`src/rtl/sume_axi_lite_slave_regs.sv`:
```
// AXI4-Lite register block: C_NUM_RW writable registers driving hardware and C_NUM_RO
// read-only registers sampled from hardware. W_IDLE/R_IDLE wait for a request; W_RESP/R_RESP hold a response.
module sume_axi_lite_slave_regs #(
  parameter int          C_S_AXI_DATA_WIDTH = 32,
  parameter int          C_S_AXI_ADDR_WIDTH = 32,
  parameter logic [31:0] C_BASEADDR         = 32'h0000_0000,
  parameter int          C_NUM_RW           = 8,
  parameter int          C_NUM_RO           = 8
) (
  input  logic                                 S_AXI_ACLK,
  input  logic                                 S_AXI_ARESETN,
  input  logic [C_S_AXI_ADDR_WIDTH-1:0]        S_AXI_AWADDR,
  input  logic                                 S_AXI_AWVALID,
  output logic                                 S_AXI_AWREADY,
  input  logic [C_S_AXI_DATA_WIDTH-1:0]        S_AXI_WDATA,
  input  logic [C_S_AXI_DATA_WIDTH/8-1:0]      S_AXI_WSTRB,
  input  logic                                 S_AXI_WVALID,
  output logic                                 S_AXI_WREADY,
  output logic [1:0]                           S_AXI_BRESP,
  output logic                                 S_AXI_BVALID,
  input  logic                                 S_AXI_BREADY,
  input  logic [C_S_AXI_ADDR_WIDTH-1:0]        S_AXI_ARADDR,
  input  logic                                 S_AXI_ARVALID,
  output logic                                 S_AXI_ARREADY,
  output logic [C_S_AXI_DATA_WIDTH-1:0]        S_AXI_RDATA,
  output logic [1:0]                           S_AXI_RRESP,
  output logic                                 S_AXI_RVALID,
  input  logic                                 S_AXI_RREADY,
  output logic [C_S_AXI_DATA_WIDTH*C_NUM_RW-1:0] rw_regs,
  output logic [C_NUM_RW-1:0]                  rw_wr_pulse,
  input  logic [C_S_AXI_DATA_WIDTH*C_NUM_RO-1:0] ro_regs
);

  localparam int DW      = C_S_AXI_DATA_WIDTH;
  localparam int AW      = C_S_AXI_ADDR_WIDTH;
  localparam int NUM_TOT = C_NUM_RW + C_NUM_RO;
  localparam int RW_IW   = (C_NUM_RW > 1) ? $clog2(C_NUM_RW) : 1;
  localparam int TOT_IW  = (NUM_TOT > 1) ? $clog2(NUM_TOT) : 1;
  localparam logic [AW-1:0] BASE      = AW'(C_BASEADDR);
  localparam logic [AW-1:0] NUM_RW_A  = AW'(C_NUM_RW);
  localparam logic [AW-1:0] NUM_TOT_A = AW'(NUM_TOT);
  localparam logic [1:0] RESP_OKAY   = 2'b00;
  localparam logic [1:0] RESP_SLVERR = 2'b10;

  typedef enum logic {W_IDLE, W_RESP} w_state_t;
  typedef enum logic {R_IDLE, R_RESP} r_state_t;

  w_state_t w_state, w_state_next;
  r_state_t r_state, r_state_next;

  logic                   awready_q, awready_next;
  logic                   bvalid_q, bvalid_next;
  logic [1:0]             bresp_q, bresp_next;
  logic [C_NUM_RW-1:0]    pulse_q, pulse_next;
  logic                   w_fire;
  logic                   arready_q, arready_next;
  logic                   rvalid_q, rvalid_next;
  logic [1:0]             rresp_q, rresp_next;
  logic [DW-1:0]          rdata_q, rdata_next;
  logic [DW*C_NUM_RW-1:0] rw_q;

  logic [AW-1:0]          w_word, r_word;
  logic                   w_ok, r_ok;
  logic [RW_IW-1:0]       w_idx;
  logic [TOT_IW-1:0]      r_idx;
  logic [DW*NUM_TOT-1:0]  all_regs;

  // Base is aligned, so the low address bits never borrow into the word index.
  assign w_word   = (S_AXI_AWADDR - BASE) >> 2;
  assign r_word   = (S_AXI_ARADDR - BASE) >> 2;
  assign w_ok     = (S_AXI_AWADDR >= BASE) && (w_word < NUM_RW_A);
  assign r_ok     = (S_AXI_ARADDR >= BASE) && (r_word < NUM_TOT_A);
  assign w_idx    = w_word[RW_IW-1:0];
  assign r_idx    = r_word[TOT_IW-1:0];
  assign all_regs = {ro_regs, rw_q};

  always_comb begin
    w_state_next = w_state;
    awready_next = 1'b0;
    bvalid_next  = bvalid_q;
    bresp_next   = bresp_q;
    pulse_next   = '0;
    w_fire       = 1'b0;
    case (w_state)
      W_IDLE: begin
        if (S_AXI_AWVALID && S_AXI_WVALID) begin
          if (!awready_q) begin
            awready_next = 1'b1;
          end else begin
            w_fire       = 1'b1;
            bvalid_next  = 1'b1;
            bresp_next   = w_ok ? RESP_OKAY : RESP_SLVERR;
            w_state_next = W_RESP;
            if (w_ok) pulse_next[w_idx] = 1'b1;
          end
        end
      end
      W_RESP: begin
        if (S_AXI_BREADY) begin
          bvalid_next  = 1'b0;
          w_state_next = W_IDLE;
        end
      end
      default: w_state_next = W_IDLE;
    endcase
  end

  always_comb begin
    r_state_next = r_state;
    arready_next = 1'b0;
    rvalid_next  = rvalid_q;
    rresp_next   = rresp_q;
    rdata_next   = rdata_q;
    case (r_state)
      R_IDLE: begin
        if (S_AXI_ARVALID) begin
          if (!arready_q) begin
            arready_next = 1'b1;
          end else begin
            rvalid_next  = 1'b1;
            rresp_next   = r_ok ? RESP_OKAY : RESP_SLVERR;
            rdata_next   = r_ok ? all_regs[DW*r_idx +: DW] : '0;
            r_state_next = R_RESP;
          end
        end
      end
      R_RESP: begin
        if (S_AXI_RREADY) begin
          rvalid_next  = 1'b0;
          r_state_next = R_IDLE;
        end
      end
      default: r_state_next = R_IDLE;
    endcase
  end

  always_ff @(posedge S_AXI_ACLK) begin
    if (!S_AXI_ARESETN) begin
      w_state   <= W_IDLE;
      awready_q <= 1'b0;
      bvalid_q  <= 1'b0;
      bresp_q   <= 2'b00;
      pulse_q   <= '0;
      r_state   <= R_IDLE;
      arready_q <= 1'b0;
      rvalid_q  <= 1'b0;
      rresp_q   <= 2'b00;
      rdata_q   <= '0;
    end else begin
      w_state   <= w_state_next;
      awready_q <= awready_next;
      bvalid_q  <= bvalid_next;
      bresp_q   <= bresp_next;
      pulse_q   <= pulse_next;
      r_state   <= r_state_next;
      arready_q <= arready_next;
      rvalid_q  <= rvalid_next;
      rresp_q   <= rresp_next;
      rdata_q   <= rdata_next;
    end
  end

  always_ff @(posedge S_AXI_ACLK) begin
    if (!S_AXI_ARESETN) begin
      rw_q <= '0;
    end else if (w_fire && w_ok) begin
      for (int b = 0; b < DW/8; b++) begin
        if (S_AXI_WSTRB[b]) rw_q[DW*w_idx + 8*b +: 8] <= S_AXI_WDATA[8*b +: 8];
      end
    end
  end

  assign S_AXI_AWREADY = awready_q;
  assign S_AXI_WREADY  = awready_q;
  assign S_AXI_BVALID  = bvalid_q;
  assign S_AXI_BRESP   = bresp_q;
  assign S_AXI_ARREADY = arready_q;
  assign S_AXI_RVALID  = rvalid_q;
  assign S_AXI_RRESP   = rresp_q;
  assign S_AXI_RDATA   = rdata_q;
  assign rw_regs       = rw_q;
  assign rw_wr_pulse   = pulse_q;

endmodule

```
`config.mk`:
```
export PLATFORM = sky130hd
export DESIGN_NAME = sume_axi_lite_slave_regs
export DESIGN_NICKNAME = d
export VERILOG_FILES = /design/src/rtl/sume_axi_lite_slave_regs.sv
export SDC_FILE = /design/constraint.sdc
export NUM_CORES = 1
export LEC_CHECK = 0
export BUFFER_PORTS_ARGS = -buffer_cell sky130_fd_sc_hd__buf_2
export CORE_AREA = 2 2 264 266
export CTS_CLUSTER_DIAMETER = 40
export CTS_CLUSTER_SIZE = 40
export DETAILED_ROUTE_END_ITERATION = 6
export DIE_AREA = 0 0 266 268
export GPL_ROUTABILITY_DRIVEN = 0
export HOLD_SLACK_MARGIN = 0.06
export PLACE_DENSITY = 0.49
export SETUP_SLACK_MARGIN = 0.15
export SLEW_MARGIN = 20
export SYNTH_ARGS = -nofsm -noshare
export SYNTH_HDL_FRONTEND = slang
export SYNTH_SLANG_ARGS = --single-unit
```
`constraint.sdc`:
```
create_clock -name S_AXI_ACLK -period 2.6 [get_ports S_AXI_ACLK]
set_input_delay 0 -clock S_AXI_ACLK [delete_from_list [all_inputs] [get_ports S_AXI_ACLK]]
set_output_delay 0 -clock S_AXI_ACLK [all_outputs]
set_load 0.005 [all_outputs]
```
==> insert_results.sql, run 1 <==
INSERT INTO impl_metrics (metric_group, metric, value, unit) VALUES
('final_layout', 'area_growth', '55.07', '%'),
('pwr', 'leakage', '10.26', 'nW'),
('die', 'core', '68230', 'um2'),
('final_layout', 'layout-drive-gt1-share', '0.3487', ''),
('synth', 'syn_inst', '1830', ''),
('pwr', 'p_int', '11.57', 'mW'),
('clock_network', 'cts_made_buffers', '66', ''),
('final_layout', 'finish.net_count', '2991', ''),
('setup_path', 'timing.critical_path.from_type', 'flop', ''),
('place', 'port-buffer-count', '661', ''),
('pwr', 'vdd.ir_drop.worst', '366.9', 'uV'),
('grt', 'grt_max_degree', '136', ''),
('grt', 'grtUsageTotal', '0.2140', ''),
('timing', 'slew_violations', '0', ''),
('job', 'max-cap-violations', '0', ''),
('setup_path', 'crit_type', 'reg -> reg', ''),
('timing', 'max_freq', '0.4334', 'GHz'),
('synth', 'synth_common_cells', '304 x dfxtp_1, 281 x o21ai_0, 279 x nand3_1, 208 x nand2_1, 107 x clkbuf_1', ''),
('place', 'detailedPlacementHpwl', '59.90', 'mm'),
('routing', 'drc', '0', ''),
('setup_path', 'largest_fanout_of_any_net_on_the_critical_path', '4', ''),
('pwr', 'switching_share', '0.2442', ''),
('synth', 'asyncSetResetFlopFracSynth', '0', ''),
('timing', 'skew', '0.02282', 'ns'),
('clock_network', 'worstSkewPairLatency', '0.60', 'ns'),
('pwr', 'p_comb_frac', '0.097', ''),
('synth', 'synth-edff-count', '0', ''),
('die', 'die_x', '266', 'um'),
('die', 'rows', '96', ''),
('clock_network', 'deepest_level_of_the_cts_h_tree', '3', ''),
('setup_path', 'worstSetupEndpointType', 'flop', ''),
('synth', 'yosysWarningCount', '0', ''),
('timing', 'worst_slew_margin_rel', '0.2995', ''),
('pwr', 'share_of_total_power_in_sequential_cells', '0.306', ''),
('grt', 'number_of_antenna_violations_at_the_first_check_in_global_routing', '7', ''),
('pwr', 'powerDensity', '650.4', 'nW/um2'),
('clock_network', 'sink_count', '304', ''),
('routing', 'first_pass_drt_iterations', '5', ''),
('clock_network', 'clkSlewWorstSetupHoldPaths', '0.04', 'ns'),
('synth', 'yosysUniqueCellTypes', '51', ''),
('clock_network', 'ctsRootBufferMaster', 'clkbuf_16', ''),
('synth', 'syn_avg_cell_area', '8.296', 'um2'),
('grt', 'overflow', '0', ''),
('timing', 'worstMarginPinSlew', '1.051', 'ns'),
('final_layout', 'fillers', '7165', ''),
('synth', 'synth_top_flop_cell', 'dfxtp_1', ''),
('synth', 'netlist.top_cell.by_area', 'dfxtp_1', ''),
('grt', 'grt_pass1_wl', '114.7', 'mm'),
('pwr', 'power_switching', '3.739', 'mW'),
('setup_path', 'worst-endpoint-arrival', '2.77', 'ns'),
('pwr', 'clock_network_power_share', '0.597', ''),
('die', 'floorplan.initialDensity', '0.2225', ''),
('synth', 'ys_top_cells_by_area', 'dfxtp_1 40%, o21ai_0 9.3%, nand3_1 9.2%', ''),
('clock_network', 'tritoncts', 'done', ''),
('routing', 'viasPerCell', '5.132', ''),
('timing', 'layout_min_cycle_time', '2.307', 'ns'),
('synth', 'share_of_synthesized_area_occupied_by_flip_flops_and_latches', '0.4009', ''),
('timing', 'grt_setup_unrepaired', 'no', ''),
('timing', 'timing.final.hold_violations', '0', ''),
('timing', 'fin_crit_sh', '0.8874', ''),
('timing', 'hold_slack', '0.1090', 'ns'),
('synth', 'post-synth-top-area-fraction', '0.4009', ''),
('die', 'dieHeight', '268', 'um'),
('synth', 'synth.cell_area', '15180', 'um2'),
('timing', 'timing.final.ws_setup', '0.2927', 'ns'),
('pwr', 'design_power_total', '15.31', 'mW'),
('status', 'outcome', 'completed', ''),
('place', 'preCtsSetupSlack', '0.2706', 'ns'),
('worst_hold_path', 'timing.hold.worst.class', 'in -> reg', ''),
('routing', 'postRouteAntennaNets', '0', ''),
('clock_network', 'cts_buffer_depth', '3', ''),
('die', 'top_level_ports', '668', ''),
('synth', 'ys_ff_latch', '304', ''),
('routing', 'via_count', '18250', ''),
('timing', 'setup_viol', '0', ''),
('routing', 'detailedRoute.firstIterationViolations', '1291', ''),
('grt', 'first_global_vias', '17940', ''),
('routing', 'wl', '80.27', 'mm'),
('setup_path', 'cp.required', '3.07', 'ns'),
('timing', 'timing.setup.tns', '0', 'ns'),
('final_layout', 'finish.utilization', '0.3451', ''),
('routing', 'drt-wirelength-per-cell', '22.57', 'um'),
('die', 'floorplan.die_area', '71290', 'um2'),
('synth', 'synth.most_common_cell', 'dfxtp_1', '');
[layout by cell type (no fill, tap or decap), drive strengths merged, types with 5 or more instances in the layout]
cell type / n
clkinv: 16
ha: 6
a211oi: 30
a21oi: 62
nand2: 208
dfxtp: 304
inv: 11
dlygate4sd3: 134
mux4: 31
mux2i: 97
mux2: 33
nand4: 47
and3: 13
and2: 18
buf: 733
nand2b: 5
o21ai: 289
a22oi: 31
nor2: 77
nor4: 12
nor3: 12
clkinvlp: 5
bufinv: 14
a211o: 30
nand3: 281
o31ai: 30
o211ai: 31
nor2b: 7
clkbuf: 79
[critical path, stage by stage (launching register included)]
cell,delay [ns]
dfxtp_1,0.33
and3b_1,0.29
nand4_1,0.11
nor2_1,0.59
buf_4,0.27
dlygate4sd3_1,0.56
nor2_1,0.04
[what timing repair did]
action	in CTS	in global routing
hold endpoints to repair	304	0
hold buffers	134	0
gates resized for setup	0	0
setup endpoints to repair	0	9
setup buffers	0	2
[metrics by stage]
stage          area (um2)  std cells
3_5_place_dp        19760       3299
2_1_floorplan       15190       1831
5_1_grt             23540       3555
6_report            23540       3556
4_1_cts             23500       3552
3_3_place_gp        19740       3298
[cell families (layout without fill, tap and decap cells)]
logic type,Yosys count,in the layout,synth area share
AND/OR/NAND/NOR,693,693,0.2172
AO/OA/AOI/OAI,515,515,0.2022
flip-flops,304,304,0.4009
multiplexers,161,161,0.1344
buffers and inverters,150,992,0.04005
adder cells (fa/ha/maj),6,6,0.004945
other,1,3,0.0002470
[routing by layer]
metal / share of wire / vias up / track usage
li1: - / 8425 / -
met1: 0.40 / 8748 / 0.2619
met2: 0.47 / 924 / 0.3520
met3: 0.096 / 146 / 0.06222
met4: 0.033 / 8 / 0.08852
met5: 0.00066 / - / 0
[state kept, by name, summed over array words and instances, names as in the netlist]
| signal | cells |
|---|---|
| S_AXI_BVALID | 1 |
| w_state | 1 |
| S_AXI_BRESP | 1 |
| S_AXI_ARREADY | 1 |
| rw_regs | 256 |
| rw_wr_pulse | 8 |
| S_AXI_RDATA | 32 |
| S_AXI_RRESP | 1 |
| S_AXI_AWREADY | 1 |
| r_state | 1 |
| S_AXI_RVALID | 1 |
[power by group through the flow]
stage          Clock, mW  Combinational (mW)  Sequential [mW]
2_1_floorplan          0               0.608             4.77
3_3_place_gp           0                1.27             4.77
3_5_place_dp           0                1.29             4.77
4_1_cts             9.28                1.48             4.68
5_1_grt             9.49                1.61             4.67
6_report            9.14                1.49             4.68
[final timing paths]
path / startpoint / endpoint / slack, ns / cells after the start
setup / recovery: r_state / S_AXI_RRESP[1] / 0.29 / 6
hold / removal: ro_regs[222] / S_AXI_RDATA[30] / 0.11 / 6
setup reg to reg: r_state / S_AXI_RRESP[1] / 0.29 / 6
hold reg to reg: S_AXI_RDATA[26] / S_AXI_RDATA[26] / 0.44 / 2
[cell type report]
| class | instances | area (um2) | area share |
|---|---|---|---|
| Multi-Input combinational cell | 1377 | 8542 | 0.3628 |
| Sequential cell | 304 | 6086 | 0.2585 |
| Timing Repair Buffer | 869 | 5401 | 0.2294 |
| Clock buffer | 77 | 1744 | 0.07409 |
| Tap cell | 882 | 1104 | 0.04688 |
| Clock inverter | 42 | 648.1 | 0.02753 |
| Inverter | 4 | 15.01 | 0.0006378 |
| Antenna cell | 1 | 2.502 | 0.0001063 |
Note: power is estimated with default switching activity, not from simulation.
==> run 2, diff against run 1 <==
Settings changed: ABC_AREA from default to 1, CORE_AREA 2 2 264 266 to 2 2 260 262, DIE_AREA 0 0 266 268 to 0 0 262 264, PLACE_DENSITY 0.49 to 0.57.
==> insert_results.sql, run 2 <==
INSERT INTO impl_metrics (metric_group, metric, value, unit) VALUES
('setup_path', 'worstSetupEndpointType', 'flop', ''),
('grt', 'overflow', '0', ''),
('pwr', 'vdd.ir_drop.worst', '432.3', 'uV'),
('setup_path', 'worst_r2r_endpoint', 'rw_regs[211]', ''),
('clock_network', 'cts_made_buffers', '66', ''),
('final_layout', 'area_growth', '44.94', '%'),
('synth', 'syn_avg_cell_area', '6.041', 'um2'),
('timing', 'timing.final.ws_setup', '0.1925', 'ns'),
('synth', 'synth_common_cells', '892 x nand2_1, 488 x nand3_1, 426 x nor2_1, 312 x inv_1, 304 x dfxtp_1', ''),
('die', 'die_x', '262', 'um'),
('routing', 'drt-wirelength-per-cell', '20.62', 'um'),
('clock_network', 'sink_count', '304', ''),
('routing', 'postRouteAntennaNets', '0', ''),
('timing', 'worst_slew_margin_rel', '0.4201', ''),
('timing', 'grt_setup_unrepaired', 'no', ''),
('setup_path', 'critPathSlowestCell', 'dlygate4sd3_1', ''),
('setup_path', 'reg2reg_from', 'w_state', ''),
('setup_path', 'largest_fanout_of_any_net_on_the_critical_path', '47', ''),
('die', 'top_level_ports', '668', ''),
('final_layout', 'layout_commonest_cell', 'nand2_1', ''),
('final_layout', 'largest_register_ffs', '256', ''),
('die', 'floorplan.initialDensity', '0.2931', ''),
('timing', 'max_freq', '0.4154', 'GHz'),
('setup_path', 'worst-endpoint-arrival', '2.87', 'ns'),
('routing', 'first_pass_drt_iterations', '6', ''),
('timing', 'timing.final.hold_violations', '0', ''),
('timing', 'setup_viol', '0', ''),
('final_layout', 'finish.net_count', '4404', ''),
('die', 'floorplan.die_area', '69170', 'um2'),
('final_layout', 'seq_area', '6086', 'um2'),
('job', 'max-cap-violations', '0', ''),
('synth', 'synth.cell_area', '19510', 'um2'),
('final_layout', 'highest_count_cells_in_the_layout_ignoring_fill_and_taps', '892 x nand2_1, 657 x buf_2, 488 x nand3_1', ''),
('final_layout', 'fillers', '7160', ''),
('timing', 'worstMarginPinSlew', '0.8698', 'ns'),
('worst_hold_path', 'timing.hold.worst.class', 'in -> reg', ''),
('synth', 'ys_top_cells_by_area', 'dfxtp_1 31%, nand2_1 17%, nand3_1 13%', ''),
('timing', 'slew_violations', '0', ''),
('synth', 'yosysWarningCount', '0', ''),
('final_layout', 'area_of_the_multi_input_gates', '11110', 'um2'),
('setup_path', 'cp_launch_point', 'S_AXI_ARADDR[2]', ''),
('place', 'preCtsSetupSlack', '0.4201', 'ns'),
('setup_path', 'cp.required', '3.07', 'ns'),
('grt', 'grtUsageTotal', '0.2806', ''),
('clock_network', 'deepest_level_of_the_cts_h_tree', '3', ''),
('clock_network', 'ctsRootBufferMaster', 'clkbuf_16', ''),
('grt', 'first_global_vias', '23010', ''),
('clock_network', 'clkSlewWorstSetupHoldPaths', '0.05', 'ns'),
('timing', 'timing.setup.tns', '0', 'ns'),
('routing', 'detailedRoute.firstIterationViolations', '2373', ''),
('synth', 'share_of_synthesized_area_occupied_by_flip_flops_and_latches', '0.3119', ''),
('grt', 'grt_pass1_wl', '145.8', 'mm'),
('setup_path', 'path_depth', '11', ''),
('synth', 'ys_ff_latch', '304', ''),
('clock_network', 'worstSkewPairLatency', '0.60', 'ns'),
('synth', 'yosysUniqueCellTypes', '38', ''),
('setup_path', 'crit_path_largest_cell_delay', '0.58', 'ns'),
('synth', 'synth_top_flop_cell', 'dfxtp_1', ''),
('place', 'detailedPlacementHpwl', '75.26', 'mm'),
('routing', 'via_count', '25020', ''),
('grt', 'grt_max_degree', '135', ''),
('setup_path', 'timing.critical_path.from_type', 'input port', ''),
('setup_path', 'r2r_slack', '0.53', 'ns'),
('die', 'rows', '95', ''),
('timing', 'layout_min_cycle_time', '2.408', 'ns'),
('pwr', 'powerDensity', '546.5', 'nW/um2'),
('routing', 'drc', '0', ''),
('pwr', 'leakage', '13.83', 'nW'),
('timing', 'skew', '0.04023', 'ns'),
('worst_hold_path', 'worst_hold_startpoint', 'ro_regs[12]', ''),
('setup_path', 'crit_type', 'in -> reg', ''),
('synth', 'synth-edff-count', '0', ''),
('setup_path', 'crit_path_cell_trace', 'buf_8 -> inv_6 -> nand2_1 -> nand3_1 -> dlygate4sd3_1 -> nand3_1 -> dlygate4sd3_1 -> nand3_1 -> dlygate4sd3_1 -> nand3_1 -> a21oi_1', ''),
('clock_network', 'tritoncts', 'done', ''),
('die', 'dieHeight', '264', 'um'),
('synth', 'synth.most_common_cell', 'nand2_1', ''),
('final_layout', 'layout-drive-gt1-share', '0.2327', ''),
('synth', 'asyncSetResetFlopFracSynth', '0', ''),
('setup_path', 'critical_path.most_common_cell', 'nand3_1', ''),
('die', 'core', '66560', 'um2'),
('routing', 'viasPerCell', '5.034', ''),
('setup_path', 'timing.critical_path.buf_inv', '5', ''),
('timing', 'fin_crit_sh', '0.9260', ''),
('status', 'outcome', 'completed', ''),
('clock_network', 'cts_buffer_depth', '3', ''),
('setup_path', 'worst_setup_path_endpoint', 'S_AXI_RDATA[29]', ''),
('timing', 'hold_slack', '0.08479', 'ns'),
('grt', 'number_of_antenna_violations_at_the_first_check_in_global_routing', '9', ''),
('setup_path', 'number_of_cells_on_the_worst_reg_to_reg_path', '10', ''),
('synth', 'netlist.top_cell.by_area', 'dfxtp_1', ''),
('synth', 'post-synth-top-area-fraction', '0.3119', ''),
('place', 'port-buffer-count', '661', ''),
('synth', 'syn_inst', '3230', ''),
('setup_path', 'cp_top_family', 'buffers and inverters', ''),
('routing', 'wl', '102.5', 'mm');
-- run 2: cell type report --
type,instances,share of cell area
Multi-Input combinational cell,2365,0.3927
Timing Repair Buffer,971,0.2284
Sequential cell,304,0.2152
Clock buffer,74,0.06092
Inverter,327,0.04371
Tap cell,873,0.03862
Clock inverter,46,0.01973
Antenna cell,9,0.0007963
-- run 2: logic make-up (layout without fill, tap and decap cells) --
| kind of cell | after synthesis | after routing | share of synthesized area |
|---|---|---|---|
| and+or+nand+nor | 2110 | 2110 | 0.5005 |
| buffers and inverters | 562 | 1418 | 0.1200 |
| DFF | 304 | 304 | 0.3119 |
| AOI/OAI and AO/OA | 247 | 247 | 0.06348 |
| adders and majority gates | 6 | 6 | 0.003847 |
| other | 1 | 11 | 0.0001922 |
-- run 2: layer usage --
metal,track usage,part of all wire,vias up
li1,-,-,12150
met1,0.3465,0.40,11490
met2,0.4574,0.46,1167
met3,0.06947,0.092,210
met4,0.1281,0.046,0
met5,0,0,-
-- run 2: worst min path at each step --
| stage | end | slack [ns] | cells past startpoint |
|---|---|---|---|
| floorplan | S_AXI_ARREADY | 0.12 | 2 |
| global placement | S_AXI_ARREADY | 0.27 | 3 |
| detailed placement | S_AXI_ARREADY | 0.27 | 3 |
| CTS | rw_regs[121] | 0.06 | 8 |
| global route | S_AXI_RDATA[16] | 0.1 | 7 |
| finish | S_AXI_RDATA[12] | 0.08 | 7 |
-- run 2: power by group --
part / total, mW / internal [mW] / switching (mW)
sequential: 4.68 / 4.67 / 0.00410
clock: 8.73 / 5.73 / 3.00
combinational: 2.05 / 0.780 / 1.27
total: 15.5 / 11.2 / 4.27
-- run 2: repair_timing --
action / 4_1_cts / 5_1_grt
hold buffers: 214 / 0
setup endpoints to repair: 0 / 54
endpoints found under the hold margin: 301 / 0
gates resized for setup: 0 / 0
buffers inserted: 0 / 14
-- run 2: per-stage QoR --
stage / cells / util / total power, mW / cell area [um2]
2_1_floorplan: 3231 / - / 5.688 / 19520
3_3_place_gp: 4612 / 0.3561 / 6.493 / 23710
3_5_place_dp: 4612 / 0.3561 / 6.491 / 23710
4_1_cts: 4946 / 0.4226 / 15.56 / 28130
5_1_grt: 4967 / 0.4248 / 15.95 / 28280
6_report: 4969 / 0.4249 / 15.46 / 28280
-- run 2: worst register-to-register path, cell delays in order, from the launching register on --
cell	delay (ns)
dfxtp_1	0.31
inv_2	0.10
nand3_2	0.10
nor2_4	0.15
nand3_1	0.17
nor2_4	0.14
buf_12	0.22
buf_12	0.26
nand3_2	0.20
nor2_1	0.21
nor2_1	0.07
